## config.mk

```make
export PLATFORM = sky130hd
export DESIGN_NAME = lamp_cmd_conditioner_flat
export DESIGN_NICKNAME = d
export VERILOG_FILES = /design/src/rtl/lamp_pkg.sv /design/src/rtl/lamp_cmd_conditioner_if.sv /design/src/rtl/lamp_cmd_conditioner_sw_debounce.sv /design/src/rtl/lamp_cmd_conditioner.sv /design/src/flat_wrapper.sv
export SDC_FILE = /design/constraint.sdc
export NUM_CORES = 1
export LEC_CHECK = 0
export ABC_AREA = 1
export BUFFER_PORTS_ARGS = -buffer_cell sky130_fd_sc_hd__buf_2
export CAP_MARGIN = 10
export CORE_MARGIN = 10
export CORE_UTILIZATION = 40
export CTS_BUF_LIST = sky130_fd_sc_hd__clkbuf_4
export DETAILED_ROUTE_END_ITERATION = 6
export PLACE_DENSITY = 0.62
export SETUP_SLACK_MARGIN = 0.3
export SLEW_MARGIN = 10
export SYNTH_ARGS = -nofsm -noshare
export SYNTH_HDL_FRONTEND = slang
export SYNTH_HIERARCHICAL = 1
export SYNTH_SLANG_ARGS = --single-unit
```

## constraint.sdc

```tcl
create_clock -name clk -period 7 [get_ports clk]
set_input_delay 0 -clock clk [delete_from_list [all_inputs] [get_ports clk]]
set_output_delay 0 -clock clk [all_outputs]
set_load 0.02 [all_outputs]
```

## src/rtl/lamp_pkg.sv

```systemverilog
// rtl/lamp_pkg.sv - shared lamp mode encoding, default timing constants and mode resolution
package lamp_pkg;

    localparam int MODE_W = 4;

    localparam int MODE_L     = 0;
    localparam int MODE_R     = 1;
    localparam int MODE_BRAKE = 2;
    localparam int MODE_DOOR  = 3;

    localparam logic [MODE_W-1:0] MODE_IDLE = 4'b0000;

    // 20 ms at 50 MHz
    localparam int DEFAULT_DEBOUNCE_CYCLES = 1_000_000;
    // 200 ms at 50 MHz
    localparam int DEFAULT_BLINK_CYCLES    = 10_000_000;

    typedef logic [MODE_W-1:0] mode_t;

    typedef struct packed {
        logic  conflict;
        mode_t mode;
    } arb_t;

    // A single active level selects its own one-hot mode; none or several
    // fall back to idle, and several additionally raise the conflict flag.
    function automatic arb_t resolve_mode(input mode_t levels);
        arb_t result;
        int   active;
        active = 0;
        for (int i = 0; i < MODE_W; i++) begin
            active += 32'(levels[i]);
        end
        result.conflict = (active >= 2);
        result.mode     = (active == 1) ? levels : MODE_IDLE;
        return result;
    endfunction

endpackage

```

## src/rtl/lamp_cmd_conditioner_if.sv

```systemverilog
// rtl/lamp_cmd_conditioner_if.sv - raw cabin switch inputs and conditioned mode outputs
interface lamp_cmd_conditioner_if;
    import lamp_pkg::*;

    logic  sw_left_raw;
    logic  sw_right_raw;
    logic  sw_brake_raw;
    logic  sw_door_raw;

    mode_t mode;
    logic  mode_chg;
    logic  conflict;
    logic  blink_tick;

    // Switch side: drives the raw levels, observes the conditioned result.
    modport master (
        output sw_left_raw,
        output sw_right_raw,
        output sw_brake_raw,
        output sw_door_raw,
        input  mode,
        input  mode_chg,
        input  conflict,
        input  blink_tick
    );

    // Conditioner side.
    modport slave (
        input  sw_left_raw,
        input  sw_right_raw,
        input  sw_brake_raw,
        input  sw_door_raw,
        output mode,
        output mode_chg,
        output conflict,
        output blink_tick
    );

endinterface

```

## src/rtl/lamp_cmd_conditioner_sw_debounce.sv

```systemverilog
// rtl/lamp_cmd_conditioner_sw_debounce.sv - two-flop synchroniser and stability debounce for one switch
module sw_debounce
    import lamp_pkg::*;
#(
    parameter int DEBOUNCE_CYCLES = DEFAULT_DEBOUNCE_CYCLES
) (
    input  logic clk,
    input  logic rstL,
    input  logic raw,
    output logic level
);

    localparam int CW = (DEBOUNCE_CYCLES > 1) ? $clog2(DEBOUNCE_CYCLES) : 1;
    localparam logic [CW-1:0] C_TERM = CW'(DEBOUNCE_CYCLES - 1);

    logic          s1;
    logic          s2;
    logic          st;
    logic [CW-1:0] c;

    // Bring the asynchronous switch into the clk domain.
    always_ff @(posedge clk or posedge rstL) begin
        if (rstL) begin
            s1 <= 1'b0;
            s2 <= 1'b0;
        end else begin
            s1 <= raw;
            s2 <= s1;
        end
    end

    // Accept a new level only after it differs from st on DEBOUNCE_CYCLES
    // consecutive edges; any return to st restarts the count.
    always_ff @(posedge clk or posedge rstL) begin
        if (rstL) begin
            st <= 1'b0;
            c  <= '0;
        end else if (s2 == st) begin
            c  <= '0;
        end else if (c == C_TERM) begin
            st <= s2;
            c  <= '0;
        end else begin
            c  <= c + CW'(1);
        end
    end

    assign level = st;

endmodule

```

## src/rtl/lamp_cmd_conditioner.sv

```systemverilog
// rtl/lamp_cmd_conditioner.sv - debounced switch arbitration into a one-hot lamp mode plus blink tick
module lamp_cmd_conditioner
    import lamp_pkg::*;
#(
    parameter int DEBOUNCE_CYCLES = DEFAULT_DEBOUNCE_CYCLES,
    parameter int BLINK_CYCLES    = DEFAULT_BLINK_CYCLES
) (
    input  logic                   clk,
    input  logic                   rstL,
    lamp_cmd_conditioner_if.slave  bus
);

    localparam int BW = (BLINK_CYCLES > 1) ? $clog2(BLINK_CYCLES) : 1;
    localparam logic [BW-1:0] B_TERM = BW'(BLINK_CYCLES - 1);

    mode_t         level;
    arb_t          arb;
    logic          load;
    mode_t         mode_r;
    logic          conflict_r;
    logic          chg_r;
    logic [BW-1:0] b;

    sw_debounce #(.DEBOUNCE_CYCLES(DEBOUNCE_CYCLES)) u_left (
        .clk   (clk),
        .rstL  (rstL),
        .raw   (bus.sw_left_raw),
        .level (level[MODE_L])
    );

    sw_debounce #(.DEBOUNCE_CYCLES(DEBOUNCE_CYCLES)) u_right (
        .clk   (clk),
        .rstL  (rstL),
        .raw   (bus.sw_right_raw),
        .level (level[MODE_R])
    );

    sw_debounce #(.DEBOUNCE_CYCLES(DEBOUNCE_CYCLES)) u_brake (
        .clk   (clk),
        .rstL  (rstL),
        .raw   (bus.sw_brake_raw),
        .level (level[MODE_BRAKE])
    );

    sw_debounce #(.DEBOUNCE_CYCLES(DEBOUNCE_CYCLES)) u_door (
        .clk   (clk),
        .rstL  (rstL),
        .raw   (bus.sw_door_raw),
        .level (level[MODE_DOOR])
    );

    // Resolve the debounced levels; a differing result is loaded next edge.
    always_comb begin
        arb  = resolve_mode(level);
        load = (arb.mode != mode_r);
    end

    // Register mode and conflict; mode_chg marks the first cycle of a new mode.
    always_ff @(posedge clk or posedge rstL) begin
        if (rstL) begin
            mode_r     <= MODE_IDLE;
            conflict_r <= 1'b0;
            chg_r      <= 1'b0;
        end else begin
            mode_r     <= arb.mode;
            conflict_r <= arb.conflict;
            chg_r      <= load;
        end
    end

    // Free-running blink phase, restarted whenever a new mode is loaded so
    // every pattern begins from a fresh full period.
    always_ff @(posedge clk or posedge rstL) begin
        if (rstL) begin
            b <= '0;
        end else if (load) begin
            b <= '0;
        end else if (b == B_TERM) begin
            b <= '0;
        end else begin
            b <= b + BW'(1);
        end
    end

    assign bus.mode       = mode_r;
    assign bus.conflict   = conflict_r;
    assign bus.mode_chg   = chg_r;
    // The restart wins over the terminal count, so the tick is withheld in
    // the cycle whose closing edge loads a new mode.
    assign bus.blink_tick = (b == B_TERM) && !load;

endmodule

```

## src/flat_wrapper.sv

```systemverilog
// flat-port wrapper written by rule: the top's interface ports become plain ports
module lamp_cmd_conditioner_flat import lamp_pkg::*;
#(
    parameter int DEBOUNCE_CYCLES = DEFAULT_DEBOUNCE_CYCLES,
    parameter int BLINK_CYCLES    = DEFAULT_BLINK_CYCLES
)
  (clk, rstL, bus_sw_left_raw, bus_sw_right_raw, bus_sw_brake_raw, bus_sw_door_raw, bus_mode, bus_mode_chg, bus_conflict, bus_blink_tick);
  lamp_cmd_conditioner_if bus_i ();
  input  logic clk;
  input  logic rstL;
  input wire logic [$bits(bus_i.sw_left_raw)-1:0] bus_sw_left_raw;
  input wire logic [$bits(bus_i.sw_right_raw)-1:0] bus_sw_right_raw;
  input wire logic [$bits(bus_i.sw_brake_raw)-1:0] bus_sw_brake_raw;
  input wire logic [$bits(bus_i.sw_door_raw)-1:0] bus_sw_door_raw;
  output wire logic [$bits(bus_i.mode)-1:0] bus_mode;
  output wire logic [$bits(bus_i.mode_chg)-1:0] bus_mode_chg;
  output wire logic [$bits(bus_i.conflict)-1:0] bus_conflict;
  output wire logic [$bits(bus_i.blink_tick)-1:0] bus_blink_tick;
  assign bus_i.sw_left_raw = bus_sw_left_raw;
  assign bus_i.sw_right_raw = bus_sw_right_raw;
  assign bus_i.sw_brake_raw = bus_sw_brake_raw;
  assign bus_i.sw_door_raw = bus_sw_door_raw;
  assign bus_mode = bus_i.mode;
  assign bus_mode_chg = bus_i.mode_chg;
  assign bus_conflict = bus_i.conflict;
  assign bus_blink_tick = bus_i.blink_tick;
  lamp_cmd_conditioner #(.DEBOUNCE_CYCLES(DEBOUNCE_CYCLES), .BLINK_CYCLES(BLINK_CYCLES)) u_core (.clk(clk), .rstL(rstL), .bus(bus_i));
endmodule
```

==> impl_metrics.yaml <==
floorplan:
  num_rows: 49
  die_area_mm2: 0.0238
  io_pins: 13
  die_y_um: 154
  dieWidth_um: 154
  core_mm2: 0.0178
  start_util_pct: 40.5
sta:
  rsz0062_at_grt: "no"
  layout_min_cycle_time_ns: 3.43
  maxSlewViolCount: 0
  setup_tns_ns: 0
  setup_violations: 0
  worst_slew_pin_slew_ns: 0.946
  max_slew_margin_pct: 36.8
  worst_clock_skew_ns: 0.0177
  clock.fmax_mhz: 291
  min_period_over_period_pct: 49.0
  worst_slack_ns: 3.57
  hold_viol: 0
placed_design:
  gp_congestion: 0.843
  dpl_worst_slack_ns: 4.10
  io_buffer_count: 12
  hpwlAfterDp_um: 10700
yosys:
  synthCells: 900
  ys_ff_latch: 122
  synthesis.nets: 915
  async_flop_share_pct: 100
  synth.distinct_cells: 30
  yosys.area.top_type: "dfrtp_1"
  synth_top_area_share_pct: 42.3
  ys.flop_type: "dfrtp_1"
  synth.most_common_cell: "nor2_1"
  synth_warnings: 6
  syn_area_per_cell_um2: 8.03
  synth_edf_count: 0
  synth_common_cells: "nor2_1, nand2_1, dfrtp_1"
  ys_seq_area_share_pct: 42.3
  synth_area_mm2: 0.00722
  synthTopCellsByArea: "dfrtp_1, nor2_1, nand2_1"
detailed_routing:
  drt_iter0_drc: 261
  avgRoutedWirePerCell_um: 12.2
  antenna_left: 0
  firstDrtPassIters: 4
  vias: 5640
  drc: 0
  vias_per_cell: 4.80
  finalWirelength_um: 14400
cts:
  clk_pin_slew_ns: 0.10
  cts_buffers: 17
  h-tree-depth: 4
  clockBufferDepth: 2
  cts_resized: 0
  tritoncts: "done"
  cts-root-buf: "clkbuf_4"
  cts_sinks: 122
  clock_latency_ns: 0.53
worst_setup_path:
  path_common_cell: "inv_1"
  cp-end-kind: "output pin"
  required_ns: 7.00
  crit_chain: "inv_1 > fa_1 > inv_1 > ha_1 > inv_1 > ha_1 > inv_1 > nand3_2 > o21ai_1 > nand2_1 > nor2_1 > nand2_2 > nor2_1 > buf_2"
  cp_slowest_cell: "fa_1"
  rrSetupSlack_ns: 4.17
  cp-start-kind: "flip-flop"
  crit_type: "reg2out"
  cp.arrival_ns: 3.43
  path_max_fanout: 26
  slowest_delay_ns: 0.54
global_routing:
  track_usage_pct: 12.9
  grt.overflow.total: 0
  grt_pass1_wl_um: 26000
  antenna_found_initial: 0
  first_global_vias: 5552
  grt_max_degree: 31
finish:
  synthToLayoutAreaGrowth_pct: 8.44
  seq_area_mm2: 0.00305
  multiInputGateArea_mm2: 0.00377
  fill_cells: 1779
  num-nets-final: 949
  drive_above_1_share_pct: 19.4
  antenna_cells: 0
power:
  leakagePower_nw: 3.34
  powerDensity_mw_per_mm2: 152
  ir_drop_v: 0.000106
min_path:
  hold_class: "in2reg"
flow_run:
  max_cap_violations: 0
status:
  outcome: "finished, final reports clean"
[layout by cell type, fill, tap and decap left out, drive strengths merged, types with 12 or more instances in the layout]
master	count
xnor2	12
o21ai	23
nor2	250
nor3	15
inv	100
xor2	38
dfrtp	122
clkbuf	20
nand4	24
buf	13
nand2	193
nand3	80
[path summary, 6_finish.rpt]
path | cells past startpoint | from | end
max in group asynchronous | 3 | rstL | u_core/u_right/c[0]$_DFF_PP0_
worst max-delay path | 14 | u_core/u_left/level$_DFFE_PP0P_ | bus_blink_tick
worst min-delay path | 2 | bus_sw_right_raw | u_core/u_right/s1$_DFF_PP0_
worst min register to register | 0 | u_core/u_left/s1$_DFF_PP0_ | u_core/u_left/s2$_DFF_PP0_
worst max register to register | 14 | u_core/u_left/level$_DFFE_PP0P_ | u_core/b[23]$_DFF_PP0_
min in group asynchronous | 4 | rstL | u_core/b[1]$_DFF_PP0_
[sequential cells by signal, summed over array words and instances (netlist names), 4 cells and up]
signal	cells
u_core/b	24
u_core/bus.mode	4
u_core/u_brake/c	20
u_core/u_door/c	20
u_core/u_left/c	20
u_core/u_right/c	20
[per-layer routing]
layer,track usage (%),wire length (um)
met5,0,0
met4,4.09,185
met3,3.16,325
met2,20.9,6800
met1,16.4,7070
[layout make-up]
type / instances / area share (%)
Clock buffer: 20 / 1.92
Clock inverter: 12 / 1.05
Inverter: 100 / 4.79
Multi-Input combinational cell: 675 / 48.1
Sequential cell: 122 / 39.0
Tap cell: 229 / 3.66
Timing Repair Buffer: 18 / 1.50
[what timing repair did]
action / in CTS / in global routing
endpoints found under the hold margin: 126 / 0
buffers inserted: 0 / 0
hold buffers: 5 / 0
[worst max-delay path: cells and delay by family (launching register included)]
kind            cells  cell delay [ns]
compound gates      1             0.15
fa+ha+maj           3             0.95
buf+inv             5             0.48
flops               1             0.45
simple gates        5             0.84
[cells by family after synthesis]
family | after synthesis | share of synthesized area [%]
XOR/XNOR | 50 | 6.48
flip-flops | 122 | 42.3
AND/OR/NAND/NOR | 580 | 41.3
buffers and inverters | 103 | 5.58
AO/OA/AOI/OAI | 36 | 2.67
adder cells (fa/ha/maj) | 9 | 1.66
[stage by stage]
| stage | hold slack (ns) | util (%) | power, W | std cells | cell area (um2) |
|---|---|---|---|---|---|
| final | 0.103 | 43.9 | 0.00119 | 1176 | 7830 |
| after global placement | 0.110 | 42.3 | 0.000776 | 1139 | 7550 |
| after global routing | 0.0610 | 43.9 | 0.00126 | 1176 | 7830 |
| after detailed placement | 0.109 | 42.3 | 0.000776 | 1139 | 7550 |
| after CTS | 0.0438 | 43.9 | 0.00122 | 1176 | 7830 |
| after floorplan | 0.00192 | - | 0.000762 | 900 | 7220 |
[where the power goes]
group / total (W) / switching [W] / internal, W
Clock: 0.000429 / 0.000250 / 0.000179
Sequential: 0.000717 / 0.00000545 / 0.000712
Combinational: 0.0000446 / 0.0000332 / 0.0000115
Note: power is estimated with default switching activity, not from simulation.
